$ cat src/rtl/handshake_pkg.sv
`default_nettype none
// ============================================================================
// Module   : handshake_pkg
// Purpose  : Shared types and width helpers for the handshake FIFO bridge.
// Revision : 1.0 - initial release
// ============================================================================
package handshake_pkg;

    typedef enum logic {
        MODE_REG    = 1'b0,
        MODE_BYPASS = 1'b1
    } bypass_mode_e;

    // Pointer width; a depth of one still needs a one-bit address.
    function automatic int ptr_w(input int depth);
        return (depth > 1) ? $clog2(depth) : 1;
    endfunction

    function automatic int cnt_w(input int depth);
        return $clog2(depth + 1);
    endfunction

endpackage
`default_nettype wire

$ cat src/rtl/handshake_fifo_mem.sv
`default_nettype none
// ============================================================================
// Module   : handshake_fifo_mem
// Purpose  : DEPTH x DATA_W storage, one synchronous write port, async read.
// Revision : 1.0 - initial release
// ============================================================================
module handshake_fifo_mem
    import handshake_pkg::*;
#(
    parameter int DATA_W = 8,
    parameter int DEPTH  = 4
) (
    input  logic                      clk,
    input  logic                      wr_en,
    input  logic [ptr_w(DEPTH)-1:0]   wr_addr,
    input  logic [DATA_W-1:0]         wr_data,
    input  logic [ptr_w(DEPTH)-1:0]   rd_addr,
    output logic [DATA_W-1:0]         rd_data
);

    logic [DATA_W-1:0] mem [DEPTH];

    always_ff @(posedge clk) begin
        if (wr_en) begin
            mem[wr_addr] <= wr_data;
        end
    end

    assign rd_data = mem[rd_addr];

endmodule
`default_nettype wire

$ cat src/rtl/handshake_fifo_bridge.sv
`default_nettype none
// ============================================================================
// Module   : handshake_fifo_bridge
// Purpose  : Valid/ready FIFO bridge with registered upstream ready, optional
//            empty fall-through, occupancy output and synchronous flush.
// Revision : 1.0 - initial release
// ============================================================================
module handshake_fifo_bridge
    import handshake_pkg::*;
#(
    parameter int DATA_W = 8,
    parameter int DEPTH  = 4,
    parameter int BYPASS = 0
) (
    input  logic                      clk,
    input  logic                      reset_n,
    input  logic                      valid_pre_i,
    input  logic [DATA_W-1:0]         data_i,
    output logic                      ready_pre_o,
    output logic                      valid_post_o,
    output logic [DATA_W-1:0]         data_o,
    input  logic                      ready_post_i,
    input  logic                      flush_i,
    output logic [cnt_w(DEPTH)-1:0]   count_o
);

    localparam int           PW   = ptr_w(DEPTH);
    localparam int           CW   = cnt_w(DEPTH);
    localparam bypass_mode_e MODE = (BYPASS != 0) ? MODE_BYPASS : MODE_REG;

    logic [PW-1:0]     wr_ptr;
    logic [PW-1:0]     rd_ptr;
    logic [CW-1:0]     count;
    logic [CW-1:0]     next_count;
    logic              ready_reg;
    logic              next_ready;
    logic              empty;
    logic              fall_through;
    logic              push;
    logic              pop;
    logic              through;
    logic              wr_en;
    logic              rd_adv;
    logic [DATA_W-1:0] rd_data;

    assign empty = (count == '0);

    generate
        if (MODE == MODE_BYPASS) begin : g_bypass
            assign fall_through = empty;
        end else begin : g_registered
            assign fall_through = 1'b0;
        end
    endgenerate

    assign ready_pre_o  = ready_reg;
    assign valid_post_o = ~empty | (fall_through & valid_pre_i & ~flush_i);
    assign data_o       = fall_through ? data_i : rd_data;
    assign count_o      = count;

    assign push    = valid_pre_i & ready_reg;
    assign pop     = valid_post_o & ready_post_i;
    // A word that enters and leaves an empty bypass FIFO never touches storage.
    assign through = fall_through & push & pop;
    assign wr_en   = push & ~through & ~flush_i;
    assign rd_adv  = pop & ~through & ~flush_i;

    always_comb begin
        next_count = count;
        if (flush_i) begin
            next_count = '0;
        end else if (wr_en && !rd_adv) begin
            next_count = count + CW'(1);
        end else if (!wr_en && rd_adv) begin
            next_count = count - CW'(1);
        end
        next_ready = (next_count < CW'(DEPTH));
    end

    always_ff @(posedge clk or negedge reset_n) begin
        if (!reset_n) begin
            wr_ptr    <= '0;
            rd_ptr    <= '0;
            count     <= '0;
            ready_reg <= 1'b0;
        end else begin
            count     <= next_count;
            ready_reg <= next_ready;
            if (flush_i) begin
                wr_ptr <= '0;
                rd_ptr <= '0;
            end else begin
                if (wr_en) begin
                    wr_ptr <= wr_ptr + PW'(1);
                end
                if (rd_adv) begin
                    rd_ptr <= rd_ptr + PW'(1);
                end
            end
        end
    end

    handshake_fifo_mem #(
        .DATA_W (DATA_W),
        .DEPTH  (DEPTH)
    ) u_mem (
        .clk     (clk),
        .wr_en   (wr_en),
        .wr_addr (wr_ptr),
        .wr_data (data_i),
        .rd_addr (rd_ptr),
        .rd_data (rd_data)
    );

endmodule
`default_nettype wire

$ cat config.mk
export PLATFORM = sky130hd
export DESIGN_NAME = handshake_fifo_bridge
export DESIGN_NICKNAME = d
export VERILOG_FILES = /design/src/rtl/handshake_pkg.sv /design/src/rtl/handshake_fifo_mem.sv /design/src/rtl/handshake_fifo_bridge.sv
export SDC_FILE = /design/constraint.sdc
export NUM_CORES = 1
export LEC_CHECK = 0
export ABC_AREA = 1
export CORE_UTILIZATION = 58
export CTS_CLUSTER_SIZE = 24
export DETAILED_ROUTE_END_ITERATION = 10
export PLACE_DENSITY_LB_ADDON = 0.05
export SLEW_MARGIN = 10
export SYNTH_ARGS = -nofsm -noshare
export SYNTH_HDL_FRONTEND = slang
export SYNTH_HIERARCHICAL = 1
export SYNTH_SLANG_ARGS = --single-unit
$ cat constraint.sdc
create_clock -name clk -period 4.3 [get_ports clk]
set_input_delay 0.86 -clock clk [delete_from_list [all_inputs] [get_ports clk]]
set_output_delay 0.86 -clock clk [all_outputs]
set_load 0.1 [all_outputs]
==> run summary, run 1 <==
fraction of the mapped netlist area in adder cells - 0.0202
routed metal-1 wirelength - 1.25 mm
CP startpoint kind - flip-flop
Syn. warnings - 6
number of standard cells after synthesis - 191
first-pass GRT wire length - 5.02 mm
Resize count post-CTS - 0
share of power burned in the clock network - 0.136
effective utilization at floorplan - 0.609
pins over their slew limit - 0
mean area per synthesized cell - 9.73 sq um
sequential cell fraction of total power - 0.387
Post-Synth XOR/XNOR Area - 0
root buffer cell - clkbuf_4
headroom to the max-slew limit - 0.357
Commonest cells post-synth - nand2_1, inv_1, edfxtp_1
overall die height - 58.6 microns
design internal power - 0.648 mW
largest net degree at the start of global routing - 20
total congestion overflow - 0
placed wire-length estimate after detailed placement - 2.18 mm
highest metal used - met4
clock tree from TritonCTS - built
met3 wire length - 181 microns
status - finished clean
average routed wire per standard cell - 11.4 microns
count of input and output buffers - 25
core box area - 3050 sq um
type of the setup path with the least slack - flip-flop to output pin
detailed route wirelength on metal2 - 1.54 mm
number of flops mapped to enable cells by yosys - 32
Post-CTS Hold Fix Bufs - 0
Worst EP required - 3.44 ns
Simple-Gate Fraction of Synth Area - 0.207
layout-stage area growth over the synthesis result - 18.4%
initial antenna violation count - 0
Layout Nets - 239
total global routing track utilization - 0.204
number of DRC markers in iteration 0 - 47
count of distinct cell types in the synthesized netlist - 22
Bufs on Longest Clock Path - 2
TritonCTS Sinks - 40
n_diodes - 0
combinational family with the most area after synthesis - simple AND/OR/NAND/NOR gates
iteration count of the initial detailed-routing pass - 4
RSZ-0062 raised after global routing - no
most used standard cell by instance count after synthesis - nand2_1
Vias/cell - 4.87
FF+latch count, synth - 40
Synth Area in Compound Gates - 0.0290
skew final - 0.00758 ns
sequential fraction of the synthesis area - 0.625
kind of end point of the critical path - output pin
final antenna-violating net count - 0
placer's final routability congestion estimate - 0.789
Final TNS setup - 0 ns
Final Hold Viols - 0
worst-path fanout max - 19
most used flip-flop cell after synthesis - edfxtp_1
clock latency of the later-clocked register in the worst-skew pair - 0.33 ns
number of global-route vias before repair - 1225
net switching fraction of the power - 0.476
Worst Tran Pin Value - 0.961 ns
post-synthesis cell type with the largest combined area - edfxtp_1
static leakage - 1.01 nW
top-level port count - 26
die area - 3430 sq um
via count of the routed design - 1304
die outline width - 58.6 microns
max-capacitance violation count - 0
worst hold-check path type - flip-flop to flip-flop
worst hold-check slack - 0.536 ns
proportion of layout cells with a drive suffix above 1 - 0.125
share of the cycle needed by the critical path after routing - 0.813
share of the synthesized area in the top cell type - 0.517
share of cell area taken by muxes after synthesis - 0
row count - 20
shortest clock period the worst path allows after layout - 3.49 ns
post-CTS clock slew at the launch and capture registers of the worst setup and hold paths - 0.10 ns
NetSw - 0.588 mW
achievable clock frequency - 0.286 GHz
Pwr Density - 562 nW/um^2
Detailed Route WL - 3.04 mm
H-tree level count - 2
area of the mapped netlist - 1860 sq um
Synth Net Count - 207
DRC - 0
total CTS buffers - 5
Arrival @ worst endpoint - 2.63 ns
share of flip-flops with an asynchronous set or reset - 0.200
buffers inserted by post-CTS timing repair - 0
synth top area cells - edfxtp_1, dfrtp_1, nand2_1
IR drop worst, VDD - 0.603 mV
final setup vio count - 0
fraction of power consumed by combinational cells - 0.477
-- final timing paths --
| check | from | slack, ns | end | depth (start not counted) |
|---|---|---|---|---|
| max | rd_ptr[0]$_DFFE_PN0P_ | 0.81 | data_o[1] | 5 |
| min | wr_ptr[1]$_DFFE_PN0P_ | 0.54 | wr_ptr[1]$_DFFE_PN0P_ | 1 |
| max reg2reg | count_o[0]$_DFFE_PN0P_ | 2.89 | rd_ptr[1]$_DFFE_PN0P_ | 6 |
| min reg2reg | wr_ptr[1]$_DFFE_PN0P_ | 0.54 | wr_ptr[1]$_DFFE_PN0P_ | 1 |
| max in group asynchronous | reset_n | 3.21 | rd_ptr[0]$_DFFE_PN0P_ | 1 |
| min in group asynchronous | reset_n | 0.81 | wr_ptr[0]$_DFFE_PN0P_ | 1 |
-- per-stage QoR --
step	power (mW)	cells	area [sq um]	setup WS, ns	utilization
CTS	1.25	268	2200	0.783	0.720
global route	1.30	268	2200	0.652	0.720
finish	1.24	268	2200	0.805	0.720
floorplan	0.957	191	1860	1.63	-
detailed placement	1.08	260	2150	1.16	0.705
global placement	1.06	260	2150	1.23	0.705
-- cell usage in the layout (no fill, tap or decap), types with 2 or more instances in the layout --
master | synthesis | final
inv_2 | 5 | 5
ha_1 | 3 | 3
nand3_1 | 20 | 20
edfxtp_1 | 32 | 32
clkbuf_1 | 0 | 2
a21oi_1 | 2 | 2
clkbuf_4 | 0 | 5
o21ai_0 | 5 | 5
nand2_2 | 6 | 6
nor2_1 | 4 | 4
buf_4 | 1 | 7
clkdlybuf4s50_1 | 0 | 22
inv_1 | 43 | 43
nand2_1 | 47 | 47
dfrtp_1 | 8 | 8
nor3_1 | 4 | 4
o21ai_1 | 2 | 2
-- critical path, cell delays in order, from the launching register on --
cell and delay (ns):
dfrtp_1 0.74, inv_4 0.19, nand2_1 0.11, nand3_1 0.07
nand2_1 0.08, clkdlybuf4s50_1 1.12
-- layout make-up --
type / instances / area, sq um
Clock buffer: 7 / 45.0
Clock inverter: 1 / 3.75
Fill cell: 246 / 853
Inverter: 49 / 186
Multi-Input combinational cell: 98 / 475
Sequential cell: 40 / 1160
Tap cell: 44 / 55.1
Timing Repair Buffer: 29 / 273
-- flip-flops by register name (all words and copies together), names as in the netlist --
name,cells
u_mem/mem,32
rd_ptr,2
count_o,3
ready_pre_o,1
wr_ptr,2
-- layer usage --
metal	global-route usage	up-vias
met2	0.346	35
met5	0	-
met4	0.0918	0
met1	0.232	604
met3	0.0725	9
li1	-	656
-- power groups by stage --
stage | registers, mW | logic, mW | clock network, mW
finish | 0.478 | 0.589 | 0.168
global route | 0.483 | 0.625 | 0.187
CTS | 0.479 | 0.591 | 0.175
detailed placement | 0.487 | 0.590 | 0
global placement | 0.485 | 0.579 | 0
floorplan | 0.550 | 0.407 | 0
-- cell families after synthesis --
family | count (synthesis)
AOI/OAI and AO/OA | 10
buffers and inverters | 53
adders and majority gates | 3
DFF | 40
and+or+nand+nor | 85
(Power assumes the default switching activity.)
==> inputs of run 2 (changes only) <==
--- a/config.mk
+++ b/config.mk
@@ -6,7 +6,7 @@
 export NUM_CORES = 1
 export LEC_CHECK = 0
 export ABC_AREA = 1
-export CORE_UTILIZATION = 58
+export CORE_UTILIZATION = 48
 export CTS_CLUSTER_SIZE = 24
 export DETAILED_ROUTE_END_ITERATION = 10
 export PLACE_DENSITY_LB_ADDON = 0.05
==> constraint.sdc (replaced) <==
create_clock -name clk -period 3.1 [get_ports clk]
set_input_delay 0.62 -clock clk [delete_from_list [all_inputs] [get_ports clk]]
set_output_delay 0.62 -clock clk [all_outputs]
set_load 0.1 [all_outputs]
==> run 2 against run 1 <==
  * Non-clock buffer count is 1 higher
  * Sequential power is 38% higher
  * Worst setup slack better by 0.084 ns
  * Highest routed layer unchanged
  * Register-to-register slack worse by 1.2 ns
==> run summary, run 2 (synthesis gave the netlist of run 1 again) <==
Vias/cell - 4.75 (-2.4%)
Largest register FFs - 32 (unchanged)
placer's final routability congestion estimate - 0.834 (+5.8%)
proportion of layout cells with a drive suffix above 1 - 0.182 (+0.0572)
instance area after placement - 2140 sq um (-0.58%)
placed wire-length estimate after detailed placement - 2.89 mm (+32%)
post-CTS clock slew at the launch and capture registers of the worst setup and hold paths - 0.08 ns (-0.02 ns)
clock tree from TritonCTS - built
worst-path fanout max - 16 (-3)
kind of end point of the critical path - output pin
leading cell types in the layout, fill and taps excluded - nand2_1, inv_1, edfxtp_1
row count - 22 (+10%)
top-level port count - 26 (unchanged)
worst reg2reg path startpoint - count_o[0]$_DFFE_PN0P_
Detailed Route WL - 3.84 mm (+26%)
Worst EP required - 2.48 ns (-0.96 ns)
n_diodes - 0 (unchanged)
Resize count post-CTS - 0 (unchanged)
Final TNS setup - 0 ns (unchanged)
IR drop worst, VDD - 0.714 mV (+18%)
worst slack at placement - 1.02 ns (-0.138 ns)
Hold Startpoint - wr_ptr[1]$_DFFE_PN0P_
pins over their slew limit - 0 (unchanged)
count of input and output buffers - 25 (unchanged)
leading cell type in the layout, fill and taps excluded - nand2_1
Final Hold Viols - 0 (unchanged)
max-capacitance violation count - 0 (unchanged)
# fillers - 324 (+32%)
number of global-route vias before repair - 1252 (+2.2%)
static leakage - 1.07 nW (+5.2%)
number of DRC markers in iteration 0 - 38 (-19%)
root buffer cell - clkbuf_8
share of the cycle needed by the critical path after routing - 0.713
type of the setup path with the least slack - flip-flop to output pin
via count of the routed design - 1296 (-0.61%)
Pwr Density - 869 nW/um^2 (+55%)
total congestion overflow - 0 (unchanged)
effective utilization at floorplan - 0.504 (-0.105)
top register by number of flip-flops - u_mem/mem
timing startpoint of the critical path - rd_ptr[0]$_DFFE_PN0P_
initial antenna violation count - 0 (unchanged)
R2R Path End - count_o[1]$_DFFE_PN0P_
buffers plus inverters on the worst setup path - 2 (unchanged)
first-pass GRT wire length - 6.00 mm (+20%)
skew final - 0.00293 ns (-0.00465 ns)
final antenna-violating net count - 0 (unchanged)
number of cells on the worst reg-to-reg path - 8 (+2)
worst hold-check path type - flip-flop to flip-flop
shortest clock period the worst path allows after layout - 2.21 ns
status - finished clean
hold endpoint - wr_ptr[1]$_DFFE_PN0P_
crit-path cells - inv_4 -> nand2_1 -> nand3_1 -> nand2_1 -> buf_4
final setup vio count - 0 (unchanged)
H-tree level count - 2 (unchanged)
overall die height - 64.2 microns (+9.6%)
Layout Nets - 240 (+0.42%)
Post-CTS Hold Fix Bufs - 0 (unchanged)
largest net degree at the start of global routing - 17 (-15%)
fin worst setup slack - 0.889 ns (+0.0841 ns)
total CTS buffers - 5 (unchanged)
worst hold-check slack - 0.570 ns (+0.0345 ns)
RSZ-0062 raised after global routing - no
die area - 4120 sq um (+20%)
worst hold path stage count - 1 (unchanged)
Arrival @ worst endpoint - 1.59 ns (-1.04 ns)
average routed wire per standard cell - 14.1 microns (+24%)
CP top delay family - flip-flops
TritonCTS Sinks - 40 (unchanged)
Worst Tran Pin Value - 0.423 ns (-0.538 ns)
DRC - 0 (unchanged)
largest stage delay on the critical path - 0.58 ns (-0.54 ns)
buffers inserted by post-CTS timing repair - 0 (unchanged)
layout-stage area growth over the synthesis result - 22.2%
most used cell, CP - nand2_1
total global routing track utilization - 0.207 (+0.00263)
CP startpoint kind - flip-flop
clock latency of the later-clocked register in the worst-skew pair - 0.28 ns (-0.05 ns)
die outline width - 64.2 microns (+9.6%)
Bufs on Longest Clock Path - 2 (unchanged)
iteration count of the initial detailed-routing pass - 4 (unchanged)
achievable clock frequency - 0.452 GHz
Critical Path Slowest Stage Cell - dfrtp_1
Layout Cell Area excl Fill - 2270 sq um (+3.2%)
Total Power - 1.97 mW (+60%)
FF-to-FF setup slack - 1.70 ns (-1.19 ns)
headroom to the max-slew limit - 0.717 (+0.360)
core box area - 3690 sq um (+21%)
critical path depth - 5 (unchanged)
[run 2: changes by cell type in the layout (fill, tap and decap cells not counted)]
cell	delta
clkbuf_8	+5
clkinv_1	-1
buf_4	+11
clkbuf_4	-5
bufinv_16	+2
clkbuf_1	-1
clkdlybuf4s50_1	-10
[run 2: worst max-delay path by stage]
| stage | endpoint | slack, ns |
|---|---|---|
| finish | data_o[7] | 0.89 |
| floorplan | valid_post_o | 0.67 |
| detailed placement | u_mem/mem[3][2]$_DFFE_PP_ | 1.02 |
| CTS | data_o[7] | 0.89 |
| global placement | u_mem/mem[1][6]$_DFFE_PP_ | 1.07 |
| global route | data_o[6] | 0.77 |
[run 2: report_power, final]
group          leakage [nW]  internal [mW]  switching, mW  total (mW)
Clock                0.0654          0.322          0.172       0.494
Combinational         0.610          0.180          0.641       0.821
Sequential            0.391          0.619         0.0382       0.658
Total                  1.07           1.12          0.852        1.97
[run 2: stage by stage]
stage                      util  std cells
after global routing      0.616        273
after CTS                 0.616        273
final                     0.616        273
after global placement    0.580        265
after detailed placement  0.580        265
after floorplan               -        191
[run 2: area by class of cell]
class                   instances  area (sq um)  area share
well taps                      48          60.1      0.0264
clock buffers                   6          72.6      0.0320
multi-input cells              98           475       0.209
clock inverters                 2          60.1      0.0264
repair buffers                 30           255       0.112
inverters                      49           186      0.0821
flip-flops and latches         40          1160       0.511
[run 2: per-layer routing]
| metal | up-vias | global-route usage | share of wire | wire [microns] |
|---|---|---|---|---|
| met5 | - | 0 | 0 | 0 |
| met4 | 0 | 0.0583 | 0.0052 | 20 |
| met3 | 4 | 0.0482 | 0.044 | 168 |
| met2 | 44 | 0.372 | 0.53 | 2020 |
| met1 | 593 | 0.244 | 0.42 | 1620 |
| li1 | 655 | - | - | - |
==> inputs of run 3 (changes only) <==
--- a/config.mk
+++ b/config.mk
@@ -6,7 +6,7 @@
 export NUM_CORES = 1
 export LEC_CHECK = 0
 export ABC_AREA = 1
-export CORE_UTILIZATION = 48
+export CORE_UTILIZATION = 53
 export CTS_CLUSTER_SIZE = 24
 export DETAILED_ROUTE_END_ITERATION = 10
 export PLACE_DENSITY_LB_ADDON = 0.05
==> constraint.sdc (replaced) <==
create_clock -name clk -period 2.1 [get_ports clk]
set_input_delay 0.42 -clock clk [delete_from_list [all_inputs] [get_ports clk]]
set_output_delay 0.42 -clock clk [all_outputs]
set_load 0.1 [all_outputs]
==> run 3 against run 2 <==
  * First-iteration DRC count grew 66%
  * Final area grew 1.7%
  * Non-clock buffer count did not move
  * Routed wire length down 16%
  * Clock power is 27% lower
  * Critical path depth is 1 lower
  * Hold slack got worse by 0.23 ns
  * Die area decreased by 9.1%
  * Worst setup slack worse by 0.73 ns
  * Clock-buffer cell count fell by 1
  * Clock skew rose by 0.0081 ns
==> run summary, run 3 (synthesis gave the netlist of run 1 again) <==
status - finished clean
headroom to the max-slew limit - 0.749 (+0.0318)
die outline width - 61.2 microns (-4.7%)
TritonCTS Sinks - 40 (unchanged)
total global routing track utilization - 0.200 (-0.00637)
Worst EP required - 1.68 ns (-0.80 ns)
IR drop worst, VDD - 1.16 mV (+62%)
top register by number of flip-flops - u_mem/mem
shortest clock period the worst path allows after layout - 1.94 ns
sequential cell fraction of total power - 0.354 (+0.021)
share of power burned in the clock network - 0.132 (-0.118)
Layout Nets - 240 (unchanged)
worst hold-check path type - primary input to asynchronous set/reset pin
number of global-route vias before repair - 1162 (-7.2%)
top-level port count - 26 (unchanged)
final antenna-violating net count - 0 (unchanged)
worst hold-check slack - 0.344 ns (-0.227 ns)
achievable clock frequency - 0.514 GHz
worst reg2reg path startpoint - ready_pre_o$_DFF_PN0_
clock tree from TritonCTS - built
final setup vio count - 0 (unchanged)
buffers inserted by post-CTS timing repair - 0 (unchanged)
number of DRC markers in iteration 0 - 63 (+66%)
proportion of layout cells with a drive suffix above 1 - 0.200 (+0.0178)
largest net degree at the start of global routing - 17 (unchanged)
Worst Tran Pin Value - 0.375 ns (-0.0475 ns)
kind of end point of the critical path - output pin
n_diodes - 0 (unchanged)
Final Hold Viols - 0 (unchanged)
net switching fraction of the power - 0.461 (+0.0288)
initial antenna violation count - 0 (unchanged)
layout-stage area growth over the synthesis result - 24.3%
leading cell type in the layout, fill and taps excluded - nand2_1
H-tree level count - 2 (unchanged)
Critical Path Slowest Stage Cell - dfrtp_1
DRC - 0 (unchanged)
largest stage delay on the critical path - 0.51 ns (-0.07 ns)
Largest register FFs - 32 (unchanged)
total CTS buffers - 5 (unchanged)
Bufs on Longest Clock Path - 2 (unchanged)
count of input and output buffers - 25 (unchanged)
share of the cycle needed by the critical path after routing - 0.926
total congestion overflow - 0 (unchanged)
Final TNS setup - 0 ns (unchanged)
post-CTS clock slew at the launch and capture registers of the worst setup and hold paths - 0.12 ns (+0.04 ns)
timing startpoint of the critical path - rd_ptr[1]$_DFFE_PN0P_
type of the setup path with the least slack - flip-flop to output pin
skew final - 0.0110 ns (+0.00807 ns)
iteration count of the initial detailed-routing pass - 4 (unchanged)
NetSw - 1.26 mW (+48%)
Vias/cell - 4.76 (+0.27%)
RSZ-0062 raised after global routing - no
placed wire-length estimate after detailed placement - 2.54 mm (-12%)
overall die height - 61.2 microns (-4.7%)
leading cell types in the layout, fill and taps excluded - nand2_1, inv_1, edfxtp_1
max-capacitance violation count - 0 (unchanged)
worst-path fanout max - 10 (-6)
pins over their slew limit - 0 (unchanged)
static leakage - 1.06 nW (-0.21%)
die area - 3750 sq um (-9.1%)
Post-CTS Hold Fix Bufs - 0 (unchanged)
clock latency of the later-clocked register in the worst-skew pair - 0.34 ns (+0.06 ns)
fraction of power consumed by combinational cells - 0.514 (+0.098)
core box area - 3340 sq um (-9.5%)
Pwr Density - 1180 nW/um^2 (+36%)
Arrival @ worst endpoint - 1.52 ns (-0.07 ns)
first-pass GRT wire length - 5.19 mm (-14%)
placer's final routability congestion estimate - 0.783 (-6.2%)
root buffer cell - clkbuf_4
via count of the routed design - 1290 (-0.46%)
crit-path cells - inv_1 -> nand3_1 -> nand2_1 -> buf_12
effective utilization at floorplan - 0.557 (+0.0531)
CP startpoint kind - flip-flop
average routed wire per standard cell - 11.8 microns (-16%)
design internal power - 1.48 mW (+32%)
row count - 21 (-4.5%)
Detailed Route WL - 3.21 mm (-16%)
==> run 3: cell count changes in the layout (fill, tap and decap cells not counted), moves of 4 or more <==
cell / change
clkbuf_8: -5
buf_4: -9
dfrtp_2: +4
clkbuf_4: +5
buf_12: +9
dfrtp_1: -4
==> run 3: layout make-up <==
| type | count | area, sq um |
|---|---|---|
| flip-flops and latches | 40 | 1170 |
| inverters | 49 | 186 |
| fillers | 285 | 1030 |
| repair buffers | 30 | 368 |
| well taps | 46 | 57.6 |
| multi-input cells | 98 | 475 |
| clock buffers | 5 | 37.5 |
| clock inverters | 3 | 18.8 |
==> run 3: path summary, 6_finish.rpt <==
kind	endpoint	slack, ns	cells past startpoint
min reg2reg	wr_ptr[1]$_DFFE_PN0P_	0.54	1
min	wr_ptr[1]$_DFFE_PN0P_	0.34	1
max reg2reg	u_mem/mem[1][0]$_DFFE_PP_	0.67	5
max	data_o[0]	0.16	4
max in group asynchronous	rd_ptr[0]$_DFFE_PN0P_	1.45	1
min in group clk	wr_ptr[1]$_DFFE_PN0P_	0.54	1
==> run 3: power by group through the flow <==
stage	registers, mW	logic (mW)	clock network (mW)
3_3_place_gp	0.984	1.40	0
6_report	0.968	1.41	0.360
4_1_cts	0.969	1.42	0.372
5_1_grt	0.977	1.49	0.408
3_5_place_dp	0.986	1.42	0
2_1_floorplan	1.13	0.832	0
==> run 3: per-stage QoR <==
stage	setup WS [ns]	power [mW]	instances	cell area (sq um)	utilization
3_3_place_gp	0.284	2.38	263	2250	0.675
2_1_floorplan	0.00937	1.96	191	1860	-
5_1_grt	0.00244	2.87	271	2310	0.692
6_report	0.156	2.74	271	2310	0.692
4_1_cts	0.0611	2.76	271	2310	0.692
3_5_place_dp	0.220	2.40	263	2250	0.675
==> run 3: what timing repair did <==
action,in CTS,in global routing
gates resized for setup,0,1
endpoints found under the setup margin,0,5
hold endpoints to repair,0,0
==> run 3: critical path: cells and delay by family, from the launching register on <==
kind,cells,cell delay [ns]
simple gates,2,0.24
flops,1,0.51
buf+inv,2,0.44
==> run 3: per-layer routing <==
| layer | vias up | routed length [microns] | GRT usage |
|---|---|---|---|
| met2 | 29 | 1760 | 0.345 |
| met5 | - | 0 | 0 |
| li1 | 662 | - | - |
| met1 | 597 | 1290 | 0.244 |
| met4 | 0 | 6 | 0.0487 |
| met3 | 2 | 152 | 0.0672 |
